## src/rtl/alu_rr_arbiter.sv

```systemverilog
// alu_rr_arbiter
//    Shares one W-bit ALU (AND/OR/XOR/ADD) between two requesters using
//    round-robin arbitration. An accepted operation is computed and stored in
//    a single tagged response slot, which has its own valid/ready handshake.
//    Per-requester counters record how many operations each one had accepted.
//
// Ports
//    clk_i, reset_i             clock, synchronous active-high reset
//    reqN_valid_i/reqN_ready_o  request handshake, N = 0/1
//    reqN_a_i, reqN_b_i         operands
//    reqN_op_i                  00 AND, 01 OR, 10 XOR, 11 ADD (truncated)
//    rsp_valid_o/rsp_ready_i    response slot handshake
//    rsp_id_o, rsp_ans_o        requester tag and ALU result
//    cnt0_o, cnt1_o             accepted-op counters (wrap)
//
// State | meaning
// ------+-------------------------------------------
// EMPTY | response slot holds nothing (rsp_valid=0)
// FULL  | response slot holds a result (rsp_valid=1)
module alu_rr_arbiter #(
   parameter int W     = 4,
   parameter int CNT_W = 8
) (
   input  logic             clk_i,
   input  logic             reset_i,
   input  logic             req0_valid_i,
   output logic             req0_ready_o,
   input  logic [W-1:0]     req0_a_i,
   input  logic [W-1:0]     req0_b_i,
   input  logic [1:0]       req0_op_i,
   input  logic             req1_valid_i,
   output logic             req1_ready_o,
   input  logic [W-1:0]     req1_a_i,
   input  logic [W-1:0]     req1_b_i,
   input  logic [1:0]       req1_op_i,
   output logic             rsp_valid_o,
   input  logic             rsp_ready_i,
   output logic             rsp_id_o,
   output logic [W-1:0]     rsp_ans_o,
   output logic [CNT_W-1:0] cnt0_o,
   output logic [CNT_W-1:0] cnt1_o
);

   typedef enum logic {S_EMPTY = 1'b0, S_FULL = 1'b1} state_e;

   state_e             state_q, state_d;
   logic               prio_q, prio_d;
   logic               id_q, id_d;
   logic [W-1:0]       ans_q, ans_d;
   logic [CNT_W-1:0]   cnt0_q, cnt0_d;
   logic [CNT_W-1:0]   cnt1_q, cnt1_d;

   logic               slot_free;
   logic               grant0, grant1;
   logic               acc0, acc1;

   function automatic logic [W-1:0] alu(input logic [W-1:0] a,
                                        input logic [W-1:0] b,
                                        input logic [1:0]   op);
      logic [W-1:0] r;
      case (op)
         2'b00:   r = a & b;
         2'b01:   r = a | b;
         2'b10:   r = a ^ b;
         default: r = a + b;
      endcase
      return r;
   endfunction

   // Grant depends only on valids and the priority pointer, never on operands.
   assign slot_free = (state_q == S_EMPTY) || rsp_ready_i;
   assign grant1    = req1_valid_i && (!req0_valid_i || prio_q);
   assign grant0    = req0_valid_i && !grant1;

   // Reset wins over everything, so nothing is offered while it is asserted.
   assign acc0 = !reset_i && slot_free && grant0;
   assign acc1 = !reset_i && slot_free && grant1;

   assign req0_ready_o = acc0;
   assign req1_ready_o = acc1;

   always_comb begin
      state_d = state_q;
      prio_d  = prio_q;
      id_d    = id_q;
      ans_d   = ans_q;
      cnt0_d  = cnt0_q;
      cnt1_d  = cnt1_q;
      if (acc0) begin
         state_d = S_FULL;
         ans_d   = alu(req0_a_i, req0_b_i, req0_op_i);
         id_d    = 1'b0;
         prio_d  = 1'b1;
         cnt0_d  = cnt0_q + CNT_W'(1);
      end else if (acc1) begin
         state_d = S_FULL;
         ans_d   = alu(req1_a_i, req1_b_i, req1_op_i);
         id_d    = 1'b1;
         prio_d  = 1'b0;
         cnt1_d  = cnt1_q + CNT_W'(1);
      end else if (rsp_ready_i) begin
         // Retire without replacement; tag and data keep their last values.
         state_d = S_EMPTY;
      end
   end

   always_ff @(posedge clk_i) begin
      if (reset_i) begin
         state_q <= S_EMPTY;
         prio_q  <= 1'b0;
         id_q    <= 1'b0;
         ans_q   <= '0;
         cnt0_q  <= '0;
         cnt1_q  <= '0;
      end else begin
         state_q <= state_d;
         prio_q  <= prio_d;
         id_q    <= id_d;
         ans_q   <= ans_d;
         cnt0_q  <= cnt0_d;
         cnt1_q  <= cnt1_d;
      end
   end

   assign rsp_valid_o = (state_q == S_FULL);
   assign rsp_id_o    = id_q;
   assign rsp_ans_o   = ans_q;
   assign cnt0_o      = cnt0_q;
   assign cnt1_o      = cnt1_q;

endmodule

```

## config.mk

```make
export PLATFORM = sky130hd
export DESIGN_NAME = alu_rr_arbiter
export DESIGN_NICKNAME = d
export VERILOG_FILES = /design/src/rtl/alu_rr_arbiter.sv
export SDC_FILE = /design/constraint.sdc
export NUM_CORES = 1
export LEC_CHECK = 0
export CORE_MARGIN = 8
export CORE_UTILIZATION = 45
export CTS_BUF_LIST = sky130_fd_sc_hd__clkbuf_4 sky130_fd_sc_hd__clkbuf_8
export DETAILED_ROUTE_END_ITERATION = 12
export PLACE_DENSITY_LB_ADDON = 0.25
export SYNTH_ARGS = -nofsm -noshare
export SYNTH_HDL_FRONTEND = slang
export SYNTH_SLANG_ARGS = --single-unit
export TNS_END_PERCENT = 20
```

## constraint.sdc

```tcl
create_clock -name clk_i -period 3.07 [get_ports clk_i]
set_clock_uncertainty 0.15 [all_clocks]
set_input_delay 0.307 -clock clk_i [delete_from_list [all_inputs] [get_ports clk_i]]
set_output_delay 0.307 -clock clk_i [all_outputs]
set_load 0.1 [all_outputs]
```

After elaboration in Yosys (flattened, before gate mapping)
Index checks and enable logic that the tools add are counted.
{"block": "word_totals", "register_bits": 23, "output_inout_bits": 24, "wordCells": 47}
{"block": "classes", "add_sub_neg": 4, "eq_ne": 4, "n_mux": 9, "n_bitwise": 8, "n_reduce_logical": 16}
{"op": "one-hot mux 4 bit (3 select lines)", "n": 2}
{"op": "adder 8 x 1 -> 8 bit (second input constant)", "n": 2}
{"op": "adder 4 bit", "n": 2}
{"op": "AND 4 bit", "n": 2}
{"op": "2-to-1 mux 4 bit", "n": 2}
{"op": "bitwise OR 4 bit", "n": 2}
{"op": "bitwise XOR 4 bit", "n": 2}
{"op": "logical AND 1 bit", "n": 5}
{"op": "2-to-1 mux 1 bit", "n": 5}
{"op": "== test 2 x 1 -> 1 bit (second input constant)", "n": 2}
{"op": "== test 2 bit (second input constant)", "n": 2}
{"op": "zero test 2 bit", "n": 2}
{"op": "zero test 1 bit", "n": 3}
{"op": "nonzero test 3 bit", "n": 1}
{"op": "logical OR 1 bit", "n": 2}
{"op": "inverter 1 bit", "n": 2}
{"op": "AND reduction 2 bit", "n": 1}
{"op": "nonzero test 2 bit", "n": 1}
{"op": "OR reduction 2 bit", "n": 1}

Depth between registers and ports, before layout
Gate-level depths: netlist of the first run.
{"block": "depth", "depth_word": 8, "depth_mapped": 8, "mapped_depth_nobuf": 8}

Worst setup path after synthesis of the first run
No wires, ideal clock.
{"block": "synth_path", "kind": "reg-to-reg", "start": "register state_q, in the netlist rsp_valid_o", "end": "register cnt1_q[3], in the netlist cnt1_o[3]", "arrival_time_ns": 2.247, "required_time_ns": 2.853, "slack_ns": 0.607, "stages_incl_launch_ff": 7, "n_path_buf": 1, "synth_period_minus_slack_ns": 2.463, "path_cell_list": "dfxtp_1 -> nor2b_4 -> nor4b_2 -> buf_2 -> nand4_1 -> xor2_1 -> nor2_1"}
{"block": "synth_via", "word_cells_on_any_way": 7}
{"element": "from (decl)", "line": "46", "text": "state_e state_q, state_d;"}
{"element": "from (signal assigned)", "line": "116", "text": "state_q <= state_d;"}
{"element": "inverter 1 bit", "line": "71", "text": "assign slot_free = (state_q == S_EMPTY) || rsp_ready_i;"}
{"element": "logical OR 1 bit", "line": "71"}
{"element": "logical AND 1 bit (2 in series)", "line": "77", "text": "assign acc1 = !reset_i && slot_free && grant1;"}
{"element": "via req1_ready_o", "line": "32", "text": "output logic req1_ready_o,"}
{"element": "AND reduction 2 bit (no line)"}
{"element": "to (signal assigned)", "line": "121", "text": "cnt1_q <= cnt1_d;"}
{"element": "to (decl)", "line": "51", "text": "logic [CNT_W-1:0] cnt1_q, cnt1_d;"}
The timed path passes the listed nets, and every way through them passes these cells.
A chain may end at the register's enable or synchronous reset.

Worst setup path after layout of the first run
{"block": "layout_path", "start": "input port reset_i", "end": "output port req1_ready_o"}
{"block": "layout_via", "elab_chain_cells": 3}
{"element": "from (decl)", "line": "25", "text": "input logic reset_i,"}
{"element": "zero test 1 bit", "line": "77"}
{"element": "logical AND 1 bit (2 in series)", "line": "77"}
{"element": "to (decl)", "line": "32"}
Every way passes these cells.

==> flow_summary_export.csv, run 1 <==
group,metric,value,unit
synthesis,synthTopCellsByArea,"sky130_fd_sc_hd__dfxtp_1 29%, sky130_fd_sc_hd__ha_1 14%, sky130_fd_sc_hd__inv_1 5.7%, sky130_fd_sc_hd__xor2_1 5.0%, sky130_fd_sc_hd__nor2_1 4.8%",
cells_and_area,final_nets,280,
sta,final_max_slew_viol_count,0,
sta,max_slew_margin,65.76,%
synthesis,postSynthRegisterBits,23,
setup_path,timing.rr.start,"rsp_valid_o",
placed_design,post-dp-hpwl,2864,um
clock_tree,cts_hold_buf,0,
clock_tree,cts-buffers-inserted,3,
cells_and_area,antenna_cells,0,
drt,dr.first_iter.drc_count,35,
drt,dr_total_vias,1413,
clock_tree,tritoncts,"built",
global_route,grt_first_pass_wirelength,5678,um
sta,fmax,0.4442,GHz
drt,avgViaCountPerCell,5.046,
setup_path,reg2reg_depth,6,
placed_design,place_congestion,0.7123,
global_route,grtUsageTotal,12.47,%
clock_tree,clk_transition_reported_paths,0.12,ns
cells_and_area,layout_commonest_cell,"sky130_fd_sc_hd__buf_4",
hold_path,hold_path.startpoint,"rsp_ans_o[1]",
synthesis,synth.largest_area_cell,"sky130_fd_sc_hd__dfxtp_1",
synthesis,mappedNetlistArea,1578,um2
power,power_per_cell_area,337.2,nW/um2
synthesis,synth_cell_types,35,
clock_tree,post_cts_resized,0,
synthesis,synthesized_net_count,231,
cells_and_area,drive_above_1_share,15.81,%
setup_path,critical_path.max_fanout,10,
floorplan,chipWidth,75.21,um
setup_path,start_kind,"input port",
drt,length_of_the_first_detailed_routing_pass_in_iterations,4,
floorplan,dieArea,5657,um2
setup_path,critPathArrivalTime,1.79,ns
power,totalPowerFinal,706.3,uW
floorplan,std_cell_rows,21,
synthesis,synth-edff-count,0,
clock_tree,cts_num_sinks,23,
sta,timing.final.crit_share,73.33,%
power,p_leak,0.9342,nW
hold_path,hold_path_end,"rsp_ans_o[1]",
synthesis,synth-seq-area-share,29.18,%
synthesis,synthArstFlopShare,0,%
cells_and_area,num-fill-cells,343,
synthesis,syn_inst,186,
synthesis,synth.yosys.warnings,0,
synthesis,synth_top_cell_area_share,29.18,%
clock_tree,cts_buffer_depth,2,
sta,report.final.hold_viol_count,0,
outcome,run_status,"finished, final reports clean",
sta,finalSetupViolCount,0,
clock_tree,clock_tree.htree_level_count,1,
setup_path,crit_required,2.61,ns
sta,setup-tns-final,0,ns
placed_design,placedInstanceArea,2067,um2
clock_tree,post_cts_buffers,0,
clock_tree,root_buffer,"sky130_fd_sc_hd__clkbuf_4",
drt,routed_wire_length_per_instance,12.06,um
sta,timing_worst_slew_pin_value,0.5102,ns
synthesis,synthesis.area_per_instance,8.483,um2
drt,drt.antenna.violating_nets,0,
placed_design,port_buffers,48,
floorplan,floorplan.die.height,75.21,um
setup_path,worst_r2r_endpoint,"rsp_ans_o[0]",
clock_tree,clk_latency,0.32,ns
drt,wirelength,3378,um
sta,tmin_final,2.251,ns
power,maximum_vdd_ir_drop,0.1338,mV
cells_and_area,area_growth,32.75,%
floorplan,initial_utilization,46.91,%
global_route,gr-total-overflow,0,
setup_path,setup.reg_to_reg.worst_slack,1.26,ns
cells_and_area,leading_cell_types_in_the_layout_fill_and_taps_excluded,"25 x sky130_fd_sc_hd__buf_4, 24 x sky130_fd_sc_hd__inv_1, 24 x sky130_fd_sc_hd__clkdlybuf4s50_1",
synthesis,synth_flop_cell,"sky130_fd_sc_hd__dfxtp_1",
floorplan,ioPinCount,49,
global_route,number_of_global_route_vias_before_repair,1314,
hold_path,worstHoldPathCells,2,
job,cap_violations,0,
drt,drt_drc_violations_left,0,
hold_path,hold_path_class,"reg2reg",
cells_and_area,post-route-cell-area,2095,um2
setup_path,worst_setup_path_end_kind,"output pin",
sta,rsz_0062_raised_after_global_routing,"no",
setup_path,timing.setup.critical_path_class,"in2out",
floorplan,core_region_area,3363,um2
global_route,largest_net_degree_at_the_start_of_global_routing,19,
setup_path,cp-startpoint,"reset_i",
global_route,initial_antenna_violation_count,0,
==> synthesized netlist by cell type, types with 6 or more instances <==
| cell type | instances |
|---|---|
| sky130_fd_sc_hd__inv_1 | 24 |
| sky130_fd_sc_hd__dfxtp_1 | 23 |
| sky130_fd_sc_hd__nor2_1 | 20 |
| sky130_fd_sc_hd__ha_1 | 18 |
| sky130_fd_sc_hd__nand2_1 | 11 |
| sky130_fd_sc_hd__nand4_1 | 10 |
| sky130_fd_sc_hd__xor2_1 | 9 |
| sky130_fd_sc_hd__a211oi_1 | 8 |
| sky130_fd_sc_hd__a21oi_1 | 8 |
| sky130_fd_sc_hd__nor2b_1 | 8 |
| sky130_fd_sc_hd__o21ai_0 | 7 |
| sky130_fd_sc_hd__xnor2_1 | 6 |
==> metal layers <==
metal  vias up  routed length, um  track usage (%)
li1        737                  -                -
met1       641               1462            14.49
met2        30               1676            22.36
met3         5                186            1.864
met4         0                 53            4.478
met5         -                  0                0
==> where the power goes <==
part / switching (mW) / internal (mW) / leakage, nW
registers: 0.0110 / 0.309 / 0.187
clock network: 0.0945 / 0.0488 / 0.0177
logic: 0.150 / 0.0930 / 0.730
==> worst max-delay path, stage by stage <==
cell and delay, ns:
sky130_fd_sc_hd__clkdlybuf4s50_1 0.62, sky130_fd_sc_hd__nor4b_2 0.43, sky130_fd_sc_hd__buf_4 0.25, sky130_fd_sc_hd__buf_12 0.19
==> logic make-up (layout without fill, tap and decap cells) <==
logic type                 Yosys count  after routing  synth area share (%)
and+or+nand+nor                     60             60                 19.67
xor gates and xnor gates            15             15                 8.327
DFF                                 23             23                 29.18
buffers and inverters               31             79                 8.009
adders and majority gates           20             20                 16.81
muxes                                2              2                 2.062
AOI/OAI and AO/OA                   35             35                 15.94
==> area by class of cell <==
cell class / count / area [um2] / area share, %
Clock buffer: 3 / 22.52 / 1.075
Clock inverter: 1 / 5.005 / 0.2389
Inverter: 24 / 90.09 / 4.301
Multi-Input combinational cell: 132 / 991.0 / 47.31
Sequential cell: 23 / 460.4 / 21.98
Tap cell: 46 / 57.56 / 2.748
Timing Repair Buffer: 51 / 467.9 / 22.34
==> state kept, by name (all words and copies together) (netlist names) <==
register     cells
cnt0_o           8
rsp_id_o         1
cnt1_o           8
rsp_valid_o      1
rsp_ans_o        4
prio_q           1
==> through the flow <==
step	utilization [%]	hold slack, ns	setup slack, ns	cells
final	62.28	0.3252	0.8187	280
after detailed placement	61.46	0.3137	0.4910	276
after global placement	61.46	0.3114	0.5259	276
after floorplan	-	0.2894	0.6066	186
after global routing	62.28	0.3435	0.7362	280
after CTS	62.28	0.3318	0.7840	280
==> worst max path at each step <==
stage,endpoint,slack (ns),depth (start not counted)
floorplan,cnt1_o[3],0.61,6
global placement,rsp_ans_o[1],0.53,7
detailed placement,rsp_ans_o[1],0.49,7
CTS,req1_ready_o,0.78,4
global route,req1_ready_o,0.74,4
finish,req1_ready_o,0.82,4
Note: power is estimated with default switching activity, not from simulation.
==> run 2: changes to the inputs <==
--- a/config.mk
+++ b/config.mk
@@ -6,7 +6,7 @@
 export NUM_CORES = 1
 export LEC_CHECK = 0
 export CORE_MARGIN = 8
-export CORE_UTILIZATION = 45
+export CORE_UTILIZATION = 43
 export CTS_BUF_LIST = sky130_fd_sc_hd__clkbuf_4 sky130_fd_sc_hd__clkbuf_8
 export DETAILED_ROUTE_END_ITERATION = 12
 export PLACE_DENSITY_LB_ADDON = 0.25
==> constraint.sdc (replaced) <==
create_clock -name clk_i -period 1.9 [get_ports clk_i]
set_clock_uncertainty 0.15 [all_clocks]
set_input_delay 0.19 -clock clk_i [delete_from_list [all_inputs] [get_ports clk_i]]
set_output_delay 0.19 -clock clk_i [all_outputs]
set_load 0.1 [all_outputs]
==> flow_summary_export.csv, run 2 (synthesis gave the netlist of run 1 again) <==
group,metric,value,unit
drt,drt.antenna.violating_nets,0,
sta,max_slew_margin,75.96,%
sta,timing_worst_slew_pin_value,0.3595,ns
global_route,grtUsageTotal,12.50,%
floorplan,std_cell_rows,22,
setup_path,timing.critical_path.cells,"clkdlybuf4s50_1, nor2b_4, a2111oi_4, buf_6, buf_12",
placed_design,place_congestion,0.7796,
setup_path,timing.setup.critical_path_class,"in2out",
hold_path,hold_path.startpoint,"reset_i",
sta,tmin_final,1.837,ns
job,cap_violations,0,
sta,timing.hold.ws,0.2951,ns
setup_path,start_kind,"input port",
setup_path,critical_path.max_fanout,13,
floorplan,core_region_area,3606,um2
hold_path,hold_path_end,"cnt1_o[4]",
drt,wirelength,3707,um
placed_design,port_buffers,48,
power,power.sequential.fraction,40.8,%
clock_tree,tritoncts,"built",
floorplan,ioPinCount,49,
drt,dr.first_iter.drc_count,67,
clock_tree,clock_tree.htree_level_count,1,
sta,rsz_0062_raised_after_global_routing,"no",
power,power_per_cell_area,536.9,nW/um2
cells_and_area,antenna_cells,0,
cells_and_area,post-route-cell-area,2365,um2
sta,fmax,0.5444,GHz
power,cellInternalPower,844.2,uW
drt,length_of_the_first_detailed_routing_pass_in_iterations,4,
setup_path,worst_setup_path_end_kind,"output pin",
setup_path,critical-path-slowest-cell,"sky130_fd_sc_hd__clkdlybuf4s50_1",
clock_tree,cts_num_sinks,23,
cells_and_area,drive_above_1_share,29.84,%
power,combinationalPowerShare,34.5,%
hold_path,hold_path_class,"in2reg",
placed_design,placedInstanceArea,2302,um2
cells_and_area,utilization,65.58,%
global_route,number_of_global_route_vias_before_repair,1475,
global_route,initial_antenna_violation_count,0,
setup_path,reg2reg_depth,6,
setup_path,critPathArrivalTime,1.50,ns
drt,routed_wire_length_per_instance,12.11,um
clock_tree,clk_latency,0.26,ns
setup_path,setup.reg_to_reg.worst_slack,0.19,ns
global_route,largest_net_degree_at_the_start_of_global_routing,14,
power,net-switching-power,425.5,uW
power,totalPowerFinal,1.270,mW
power,clock_network_fraction_of_design_power,24.7,%
sta,timing.final.crit_share,96.68,%
placed_design,post-dp-hpwl,3102,um
setup_path,worst_path_largest_cell_delay,0.52,ns
sta,final_max_slew_viol_count,0,
drt,drt_drc_violations_left,0,
cells_and_area,leading_cell_types_in_the_layout_fill_and_taps_excluded,"44 x sky130_fd_sc_hd__buf_4, 20 x sky130_fd_sc_hd__inv_1, 20 x sky130_fd_sc_hd__nor2_1",
setup_path,timing.rr.start,"rsp_valid_o",
outcome,run_status,"finished, final reports clean",
global_route,grt_first_pass_wirelength,6410,um
cells_and_area,final_nets,304,
sta,setup-tns-final,0,ns
setup_path,cp-startpoint,"rsp_ready_i",
cells_and_area,area_growth,49.88,%
floorplan,floorplan.die.height,76.58,um
power,p_sw_share,33.51,%
power,p_leak,1.092,nW
clock_tree,cts_hold_buf,0,
floorplan,dieArea,5864,um2
clock_tree,cts-buffers-inserted,3,
clock_tree,root_buffer,"sky130_fd_sc_hd__clkbuf_8",
sta,report.final.hold_viol_count,0,
setup_path,worst_r2r_endpoint,"cnt1_o[7]",
clock_tree,clk_transition_reported_paths,0.08,ns
cells_and_area,layout_commonest_cell,"sky130_fd_sc_hd__buf_4",
sta,finalSetupViolCount,0,
floorplan,chipWidth,76.58,um
drt,avgViaCountPerCell,4.915,
clock_tree,cts_buffer_depth,2,
hold_path,worstHoldPathCells,3,
power,maximum_vdd_ir_drop,0.2699,mV
floorplan,initial_utilization,43.75,%
drt,dr_total_vias,1504,
global_route,gr-total-overflow,0,
setup_path,crit_required,1.56,ns
==> run 2: cell count changes in the layout (fill, tap and decap cells not counted), moves of 3 or more <==
cell / before / now
sky130_fd_sc_hd__buf_12: 2 / 6
sky130_fd_sc_hd__buf_4: 25 / 44
sky130_fd_sc_hd__clkbuf_8: 0 / 3
sky130_fd_sc_hd__clkdlybuf4s50_1: 24 / 16
sky130_fd_sc_hd__dfxtp_1: 23 / 17
sky130_fd_sc_hd__dfxtp_2: 0 / 5
sky130_fd_sc_hd__dlygate4sd2_1: 0 / 4
sky130_fd_sc_hd__inv_1: 24 / 20
sky130_fd_sc_hd__inv_2: 0 / 4
==> run 2: per-stage QoR <==
stage | setup slack [ns] | cells
after floorplan | -0.1173 | 186
after CTS | -0.001976 | 306
final | 0.06315 | 306
after detailed placement | -0.5665 | 301
after global placement | -0.4954 | 301
after global routing | 0.006940 | 306
==> run 2: area by class of cell <==
| cell class | count | area (um2) |
|---|---|---|
| well taps | 48 | 60.06 |
| fillers | 344 | 1241 |
| flip-flops and latches | 23 | 470.5 |
| clock buffers | 4 | 48.80 |
| inverters | 24 | 90.09 |
| multi-input cells | 132 | 1003 |
| repair buffers | 75 | 691.9 |
==> run 2: how the worst max path moves through the flow <==
| stage | endpoint | cells past startpoint |
|---|---|---|
| 4_1_cts | rsp_ans_o[1] | 7 |
| 3_3_place_gp | rsp_ans_o[1] | 7 |
| 2_1_floorplan | cnt0_o[6] | 6 |
| 5_1_grt | rsp_ans_o[2] | 8 |
| 3_5_place_dp | rsp_ans_o[1] | 7 |
| 6_report | req0_ready_o | 5 |
==> run 2: repair_timing <==
action / CTS / global route
gates resized for setup: 12 / 12
pin swaps: 8 / 8
buffers inserted: 1 / 0
endpoints found under the setup margin: 4 / 4
==> run 2: metal layers <==
layer / global-route usage [%] / up-vias / wire [um] / share of wire (%)
li1: - / 779 / - / -
met1: 14.59 / 691 / 1659 / 45
met2: 22.28 / 32 / 1879 / 51
met3: 1.887 / 2 / 140 / 3.8
met4: 4.615 / 0 / 27 / 0.73
met5: 0 / - / 0 / 0
==> run 2: worst max-delay path, delay by kind of cell <==
| kind | cells | cell delay [ns] |
|---|---|---|
| AND/OR/NAND/NOR | 1 | 0.07 |
| AO/OA/AOI/OAI | 1 | 0.32 |
| buffers and inverters | 3 | 0.91 |
==> run 2: power groups by stage <==
| stage | logic (mW) | clock network (mW) | registers [mW] |
|---|---|---|---|
| 2_1_floorplan | 0.169 | 0 | 0.633 |
| 3_3_place_gp | 0.430 | 0 | 0.528 |
| 3_5_place_dp | 0.437 | 0 | 0.529 |
| 4_1_cts | 0.438 | 0.322 | 0.517 |
| 5_1_grt | 0.472 | 0.340 | 0.519 |
| 6_report | 0.438 | 0.314 | 0.518 |
